## src/rtl/ula_rpn_pkg.sv

```systemverilog
// Shared encodings for the ULA RPN sequencer: op codes and controller states.
package ula_rpn_pkg;
   localparam logic [1:0] OP_ADD = 2'b00;
   localparam logic [1:0] OP_SUB = 2'b01;
   localparam logic [1:0] OP_MUL = 2'b10;
   localparam logic [1:0] OP_CLR = 2'b11;

   typedef enum logic [1:0] {
      ST_IDLE = 2'b00,
      ST_EXEC = 2'b01,
      ST_MUL  = 2'b10
   } state_t;
endpackage

```

## src/rtl/ula_rpn_ctrl_if.sv

```systemverilog
// Command, status and adder-port bundle between the RPN controller and its parent.
interface ula_rpn_ctrl_if #(
   parameter int DEPTH = 4,
   parameter int W     = 8
);
   import ula_rpn_pkg::*;

   logic                         push;
   logic [W-1:0]                 din;
   logic                         op_valid;
   logic [1:0]                   op;
   logic                         busy;
   logic                         res_valid;
   logic                         flag;
   logic                         err;
   logic [W-1:0]                 top;
   logic [$clog2(DEPTH+1)-1:0]   depth;
   logic [W-1:0]                 add_a;
   logic [W-1:0]                 add_b;
   logic                         add_cin;
   logic [W-1:0]                 add_s;
   logic                         add_co;
   state_t                       dbg_state;

   modport master (
      output push, din, op_valid, op, add_s, add_co,
      input  busy, res_valid, flag, err, top, depth, add_a, add_b, add_cin, dbg_state
   );

   modport slave (
      input  push, din, op_valid, op, add_s, add_co,
      output busy, res_valid, flag, err, top, depth, add_a, add_b, add_cin, dbg_state
   );
endinterface

```

## src/rtl/rpn_stack.sv

```systemverilog
// Shift-register LIFO: entry 0 is the top; unused entries are kept at zero.
module rpn_stack #(
   parameter int DEPTH = 4,
   parameter int W     = 8
) (
   input  logic                       clk,
   input  logic                       rst,
   input  logic                       push,
   input  logic                       pop2_push1,
   input  logic                       clear,
   input  logic [W-1:0]               wdata,
   output logic [W-1:0]               t,
   output logic [W-1:0]               n,
   output logic [$clog2(DEPTH+1)-1:0] depth
);
   localparam int DW = $clog2(DEPTH+1);

   logic [W-1:0]  mem [DEPTH];
   logic [DW-1:0] cnt;

   always_ff @(posedge clk or posedge rst) begin
      if (rst) begin
         for (int i = 0; i < DEPTH; i++) mem[i] <= '0;
         cnt <= '0;
      end else if (clear) begin
         for (int i = 0; i < DEPTH; i++) mem[i] <= '0;
         cnt <= '0;
      end else if (pop2_push1) begin
         // Result replaces T and N; everything below moves up one slot.
         mem[0] <= wdata;
         for (int i = 1; i < DEPTH - 1; i++) mem[i] <= mem[i+1];
         mem[DEPTH-1] <= '0;
         cnt <= cnt - 1'b1;
      end else if (push && cnt != DW'(DEPTH)) begin
         mem[0] <= wdata;
         for (int i = 1; i < DEPTH; i++) mem[i] <= mem[i-1];
         cnt <= cnt + 1'b1;
      end
   end

   assign t     = mem[0];
   assign n     = mem[1];
   assign depth = cnt;
endmodule

```

## src/rtl/ula_rpn_ctrl.sv

```systemverilog
// RPN sequencer: drives an external combinational adder for ADD, SUB and shift-add MUL.
module ula_rpn_ctrl
   import ula_rpn_pkg::*;
#(
   parameter int DEPTH = 4,
   parameter int W     = 8
) (
   input logic           clk,
   input logic           rst,
   ula_rpn_ctrl_if.slave bus
);
   localparam int DW = $clog2(DEPTH+1);
   localparam int CW = (W > 1) ? $clog2(W) : 1;

   state_t        state;
   logic          is_sub;
   logic [W-1:0]  acc, mcand, mplr;
   logic          ovf;
   logic [CW-1:0] cnt;
   logic          busy_q, res_valid_q, flag_q, err_q;

   logic          st_push, st_pop2, st_clear;
   logic [W-1:0]  st_wdata, t, n;
   logic [DW-1:0] sdepth;
   logic          full, enough, mul_last, mul_ovf;

   rpn_stack #(.DEPTH(DEPTH), .W(W)) u_stack (
      .clk(clk), .rst(rst), .push(st_push), .pop2_push1(st_pop2), .clear(st_clear),
      .wdata(st_wdata), .t(t), .n(n), .depth(sdepth)
   );

   assign full     = (sdepth == DW'(DEPTH));
   assign enough   = (sdepth >= DW'(2));
   assign mul_last = (cnt == CW'(W - 1));
   assign mul_ovf  = ovf | (mplr[0] & bus.add_co) | (mcand[W-1] & (|(mplr >> 1)));

   always_comb begin
      st_push     = 1'b0;
      st_pop2     = 1'b0;
      st_clear    = 1'b0;
      st_wdata    = bus.din;
      bus.add_a   = '0;
      bus.add_b   = '0;
      bus.add_cin = 1'b0;
      case (state)
         ST_IDLE: begin
            if (bus.op_valid) st_clear = (bus.op == OP_CLR);
            else              st_push  = bus.push && !full;
         end
         ST_EXEC: begin
            bus.add_a   = n;
            bus.add_b   = is_sub ? ~t : t;
            bus.add_cin = is_sub;
            st_pop2     = 1'b1;
            st_wdata    = bus.add_s;
         end
         ST_MUL: begin
            bus.add_a = acc;
            bus.add_b = mcand;
            st_pop2   = mul_last;
            st_wdata  = mplr[0] ? bus.add_s : acc;
         end
         default: ;
      endcase
   end

   // A command is taken only when busy is low; push/op_valid while busy, or a
   // command the stack cannot satisfy, is rejected with a one-cycle err pulse.
   always_ff @(posedge clk or posedge rst) begin
      if (rst) begin
         state       <= ST_IDLE;
         is_sub      <= 1'b0;
         acc         <= '0;
         mcand       <= '0;
         mplr        <= '0;
         ovf         <= 1'b0;
         cnt         <= '0;
         busy_q      <= 1'b0;
         res_valid_q <= 1'b0;
         flag_q      <= 1'b0;
         err_q       <= 1'b0;
      end else begin
         res_valid_q <= 1'b0;
         err_q       <= 1'b0;
         case (state)
            ST_IDLE: begin
               if (bus.op_valid) begin
                  if (bus.push) err_q <= 1'b1;
                  if (bus.op != OP_CLR) begin
                     if (!enough) begin
                        err_q <= 1'b1;
                     end else if (bus.op == OP_MUL) begin
                        state  <= ST_MUL;
                        busy_q <= 1'b1;
                        acc    <= '0;
                        mcand  <= n;
                        mplr   <= t;
                        ovf    <= 1'b0;
                        cnt    <= '0;
                     end else begin
                        state  <= ST_EXEC;
                        busy_q <= 1'b1;
                        is_sub <= (bus.op == OP_SUB);
                     end
                  end
               end else if (bus.push && full) begin
                  err_q <= 1'b1;
               end
            end
            ST_EXEC: begin
               if (bus.push || bus.op_valid) err_q <= 1'b1;
               state       <= ST_IDLE;
               busy_q      <= 1'b0;
               res_valid_q <= 1'b1;
               flag_q      <= is_sub ? ~bus.add_co : bus.add_co;
            end
            ST_MUL: begin
               if (bus.push || bus.op_valid) err_q <= 1'b1;
               if (mplr[0]) acc <= bus.add_s;
               ovf   <= mul_ovf;
               mcand <= mcand << 1;
               mplr  <= mplr >> 1;
               cnt   <= cnt + 1'b1;
               if (mul_last) begin
                  state       <= ST_IDLE;
                  busy_q      <= 1'b0;
                  res_valid_q <= 1'b1;
                  flag_q      <= mul_ovf;
               end
            end
            default: state <= ST_IDLE;
         endcase
      end
   end

   assign bus.busy      = busy_q;
   assign bus.res_valid = res_valid_q;
   assign bus.flag      = flag_q;
   assign bus.err       = err_q;
   assign bus.top       = t;
   assign bus.depth     = sdepth;
   assign bus.dbg_state = state;
endmodule

```

## src/flat_wrapper.sv

```systemverilog
// flat-port wrapper written by rule: the top's interface ports become plain ports
module ula_rpn_ctrl_flat import ula_rpn_pkg::*;
#(
   parameter int DEPTH = 4,
   parameter int W     = 8
)
  (clk, rst, bus_push, bus_din, bus_op_valid, bus_op, bus_add_s, bus_add_co, bus_busy, bus_res_valid, bus_flag, bus_err, bus_top, bus_depth, bus_add_a, bus_add_b, bus_add_cin, bus_dbg_state);
  ula_rpn_ctrl_if #(.DEPTH(DEPTH), .W(W)) bus_i ();
  input logic clk;
  input logic rst;
  input wire logic [$bits(bus_i.push)-1:0] bus_push;
  input wire logic [$bits(bus_i.din)-1:0] bus_din;
  input wire logic [$bits(bus_i.op_valid)-1:0] bus_op_valid;
  input wire logic [$bits(bus_i.op)-1:0] bus_op;
  input wire logic [$bits(bus_i.add_s)-1:0] bus_add_s;
  input wire logic [$bits(bus_i.add_co)-1:0] bus_add_co;
  output wire logic [$bits(bus_i.busy)-1:0] bus_busy;
  output wire logic [$bits(bus_i.res_valid)-1:0] bus_res_valid;
  output wire logic [$bits(bus_i.flag)-1:0] bus_flag;
  output wire logic [$bits(bus_i.err)-1:0] bus_err;
  output wire logic [$bits(bus_i.top)-1:0] bus_top;
  output wire logic [$bits(bus_i.depth)-1:0] bus_depth;
  output wire logic [$bits(bus_i.add_a)-1:0] bus_add_a;
  output wire logic [$bits(bus_i.add_b)-1:0] bus_add_b;
  output wire logic [$bits(bus_i.add_cin)-1:0] bus_add_cin;
  output wire logic [$bits(bus_i.dbg_state)-1:0] bus_dbg_state;
  assign bus_i.push = bus_push;
  assign bus_i.din = bus_din;
  assign bus_i.op_valid = bus_op_valid;
  assign bus_i.op = bus_op;
  assign bus_i.add_s = bus_add_s;
  assign bus_i.add_co = bus_add_co;
  assign bus_busy = bus_i.busy;
  assign bus_res_valid = bus_i.res_valid;
  assign bus_flag = bus_i.flag;
  assign bus_err = bus_i.err;
  assign bus_top = bus_i.top;
  assign bus_depth = bus_i.depth;
  assign bus_add_a = bus_i.add_a;
  assign bus_add_b = bus_i.add_b;
  assign bus_add_cin = bus_i.add_cin;
  assign bus_dbg_state = bus_i.dbg_state;
  ula_rpn_ctrl #(.DEPTH(DEPTH), .W(W)) u_core (.clk(clk), .rst(rst), .bus(bus_i));
endmodule
```

## config.mk

```make
export PLATFORM = sky130hd
export DESIGN_NAME = ula_rpn_ctrl_flat
export DESIGN_NICKNAME = d
export VERILOG_FILES = /design/src/rtl/ula_rpn_pkg.sv /design/src/rtl/ula_rpn_ctrl_if.sv /design/src/rtl/rpn_stack.sv /design/src/rtl/ula_rpn_ctrl.sv /design/src/flat_wrapper.sv
export SDC_FILE = /design/constraint.sdc
export NUM_CORES = 1
export LEC_CHECK = 0
export ABC_AREA = 1
export BUFFER_PORTS_ARGS = -buffer_cell sky130_fd_sc_hd__buf_2
export CAP_MARGIN = 5
export CORE_AREA = 2 2 108 110
export DETAILED_ROUTE_END_ITERATION = 10
export DIE_AREA = 0 0 110 112
export GPL_ROUTABILITY_DRIVEN = 0
export MAX_ROUTING_LAYER = met4
export PLACE_DENSITY = 0.56
export SLEW_MARGIN = 20
export SYNTH_ARGS = -nofsm -noshare
export SYNTH_HDL_FRONTEND = slang
export SYNTH_SLANG_ARGS = --single-unit
```

## constraint.sdc

```tcl
create_clock -name clk -period 3.9 [get_ports clk]
set_input_delay 0.39 -clock clk [delete_from_list [all_inputs] [get_ports clk]]
set_output_delay 0.39 -clock clk [all_outputs]
set_load 0.005 [all_outputs]
```

==> results.txt <==
Setup WS pre-CTS - 1.382 ns
Via count - 3539
EDFF count, synth - 0
Crit path buffers/inverters - 3
CP required - 3.51 ns
Synth Instances - 530
Crit-path cells - inv_1 -> ha_1 -> inv_2 -> a21oi_1 -> buf_2
Total power - 3.952 mW
Final Hold Slack - -0.003300 ns
Iteration-0 DRC Markers - 266
# IOs - 57
Critical path's top delay family - adder cells
Pleak - 2.248 nW
Total CTS buffers - 9
Drt drc - 0
Post-DP Area - 0.004360 mm^2
Post-synth top area cell - dfrtp_1
Final antenna-violating net count - 0
CORE AREA - 0.01117 mm^2
CP endpoint kind - primary output
Root Driver - clkbuf_16
Max-slew headroom - 0.4920
Cell Area, Synth - 0.004124 mm^2
Ys flop type - dfrtp_1
Setup CP Type - flip-flop to primary output
Synthesized area per cell - 7.781 um^2
Vias/cell - 4.957
H-tree depth - 3
First-pass GRT wire length - 17.66 mm
Chip height - 112 um
Max VDD drop - 0.3983 mV
Crit start category - flip-flop
Max frequency - 382.0 MHz
Share of cells above drive strength 1 - 0.2154
Period minus WS final - 2.618 ns
Largest stage delay, worst path - 0.63 ns
Clock tree buffer depth - 2
Per-cell routed wire length - 14.79 um
N_diodes - 0
Post-CTS sizing - 0
Synth top cells by count - 158 x nand2_1, 70 x dfrtp_1, 52 x a21oi_1
Fin nets - 596
Worst hold path type - input pin to async pin
TNS Setup - 0 ns
Ranking of synthesized cells by area - dfrtp_1 42%, nand2_1 14%, a21oi_1 6.3%
Remaining global-route overflow - 0
Antenna violations before repair - 0
Tcrit/Tclk final - 0.6712
Largest net degree at the start of global routing - 58
# fillers - 1138
CP arrival - 2.23 ns
Final Core Density - 0.4172
Design area - 0.004662 mm^2
Post-Place Cells - 698
Clock Skews - 0.005532 ns
WL final - 10.56 mm
Placement Rows - 39
Overall die area - 0.01232 mm^2
Synth Warn # - 0
Setup Buffers After CTS - 0
PD cells - 847.6 mW/mm^2
Yosys top cell area share - 0.4248
Initial DRT Pass Iterations - 4
Finished Layout Cells - 714
Worst-path clk slew - 0.06 ns
Post-synth ARST share - 1.000
Clock tree sinks - 70
Failing checks - negative hold slack
Max-cap violations - 0
Cell variety after synth - 27
Hpwl dp - 7.503 mm
Endpoints failing setup - 0
Initial Utilization - 0.3691
Final Hold Viols - 3
Unrepaired setup endpoints after global routing - false
Worst-path maximum fanout - 26
Slowest CP cell - ha_1
IO buf count - 56
Global Route Usage Sum - 0.1912
Worst slew pin tran - 0.7620 ns
Clock Latency Late Sink - 0.33 ns
Die width - 110 um
Synthesized flop and latch total - 70
Setup ws final - 1.282 ns
Vias in the first global route - 3424
Most common cell in the netlist - nand2_1
Status - finished, violations left
Syn_nets - 560
Area Overhead vs Synth - 13.05%
Cts hold-fix bufs - 0
Slew Limit Fails - 0
Seq/Total Area, Yosys - 0.4248
CTS tree - built
-- sequential cells by signal, summed over array words and instances, names as in the netlist --
register	flops
u_core.acc	8
u_core.bus.flag	1
u_core.u_stack.mem	16
u_core.cnt	3
u_core.u_stack.t	8
u_core.ovf	1
u_core.is_sub	1
u_core.bus.dbg_state	2
u_core.bus.err	1
u_core.bus.res_valid	1
u_core.u_stack.n	8
u_core.mcand	8
u_core.bus.busy	1
u_core.mplr	8
u_core.u_stack.depth	3
-- per-layer routing --
layer  vias up  track usage  routed length, um
met5         -            -                  0
met4         0      0.04641                115
met3        10      0.04450                362
met2        65       0.2908               4953
met1      1689       0.2572               5129
li1       1775            -                  -
-- path summary, 6_finish.rpt --
| kind | endpoint | start | cells past startpoint | slack, ns |
|---|---|---|---|---|
| min in group clk | u_core.is_sub$_DFFE_PP0P_ | bus_op[0] | 3 | 0.36 |
| worst min register to register | u_core.bus.busy$_DFFE_PP0P_ | u_core.bus.busy$_DFFE_PP0P_ | 2 | 0.47 |
| worst max register to register | u_core.u_stack.t[2]$_DFFE_PP0P_ | u_core.bus.dbg_state[0]$_DFFE_PP0P_ | 9 | 1.39 |
| worst min-delay path | u_core.bus.err$_DFF_PP0_ | rst | 2 | -0.003 |
| worst max-delay path | bus_add_a[2] | u_core.bus.dbg_state[1]$_DFFE_PP0P_ | 5 | 1.28 |
| max in group asynchronous | u_core.acc[7]$_DFFE_PP0P_ | rst | 3 | 2.84 |
-- placed cells by master, fill, tap and decap left out --
cell type and instances:
a21oi_1 52, ha_1 7, inv_2 6, inv_1 41
dfrtp_1 70, mux2i_1 6, a21boi_0 1, buf_2 56
nand3_2 3, a21oi_4 1, o21a_1 6, inv_6 1
clkinv_2 3, o21ai_1 10, nand3_1 9, o21ai_0 51
or2_2 3, clkbuf_16 9, clkbuf_8 2, o21ai_2 28
nand2_1 158, nand3b_1 1, nand4_1 2, nor2_8 1
bufinv_16 1, buf_4 4, nor2_1 33, nand2_4 5
clkbuf_1 1
-- cells by family (layout without fill, tap and decap cells) --
kind of cell	after synthesis	after routing	synth area share
AOI/OAI and AO/OA	149	149	0.2133
adders and majority gates	7	7	0.02124
buffers and inverters	83	124	0.1062
DFF	70	70	0.4248
muxes	6	6	0.01456
and+or+nand+nor	215	215	0.2200
-- area by class of cell --
cell class	instances	area, um^2	area share
Tap cell	143	178.9	0.03838
Timing Repair Buffer	60	310.3	0.06656
Multi-Input combinational cell	377	1934	0.4149
Inverter	48	185.2	0.03972
Clock buffer	12	256.5	0.05502
Sequential cell	70	1752	0.3757
Clock inverter	4	45.04	0.009662
-- power by group --
part / internal, mW / switching [mW] / total [mW]
registers: 0.978 / 0.255 / 1.23
logic: 0.624 / 1.26 / 1.89
clock network: 0.527 / 0.305 / 0.831
total: 2.13 / 1.82 / 3.95
(Power assumes the default switching activity.)
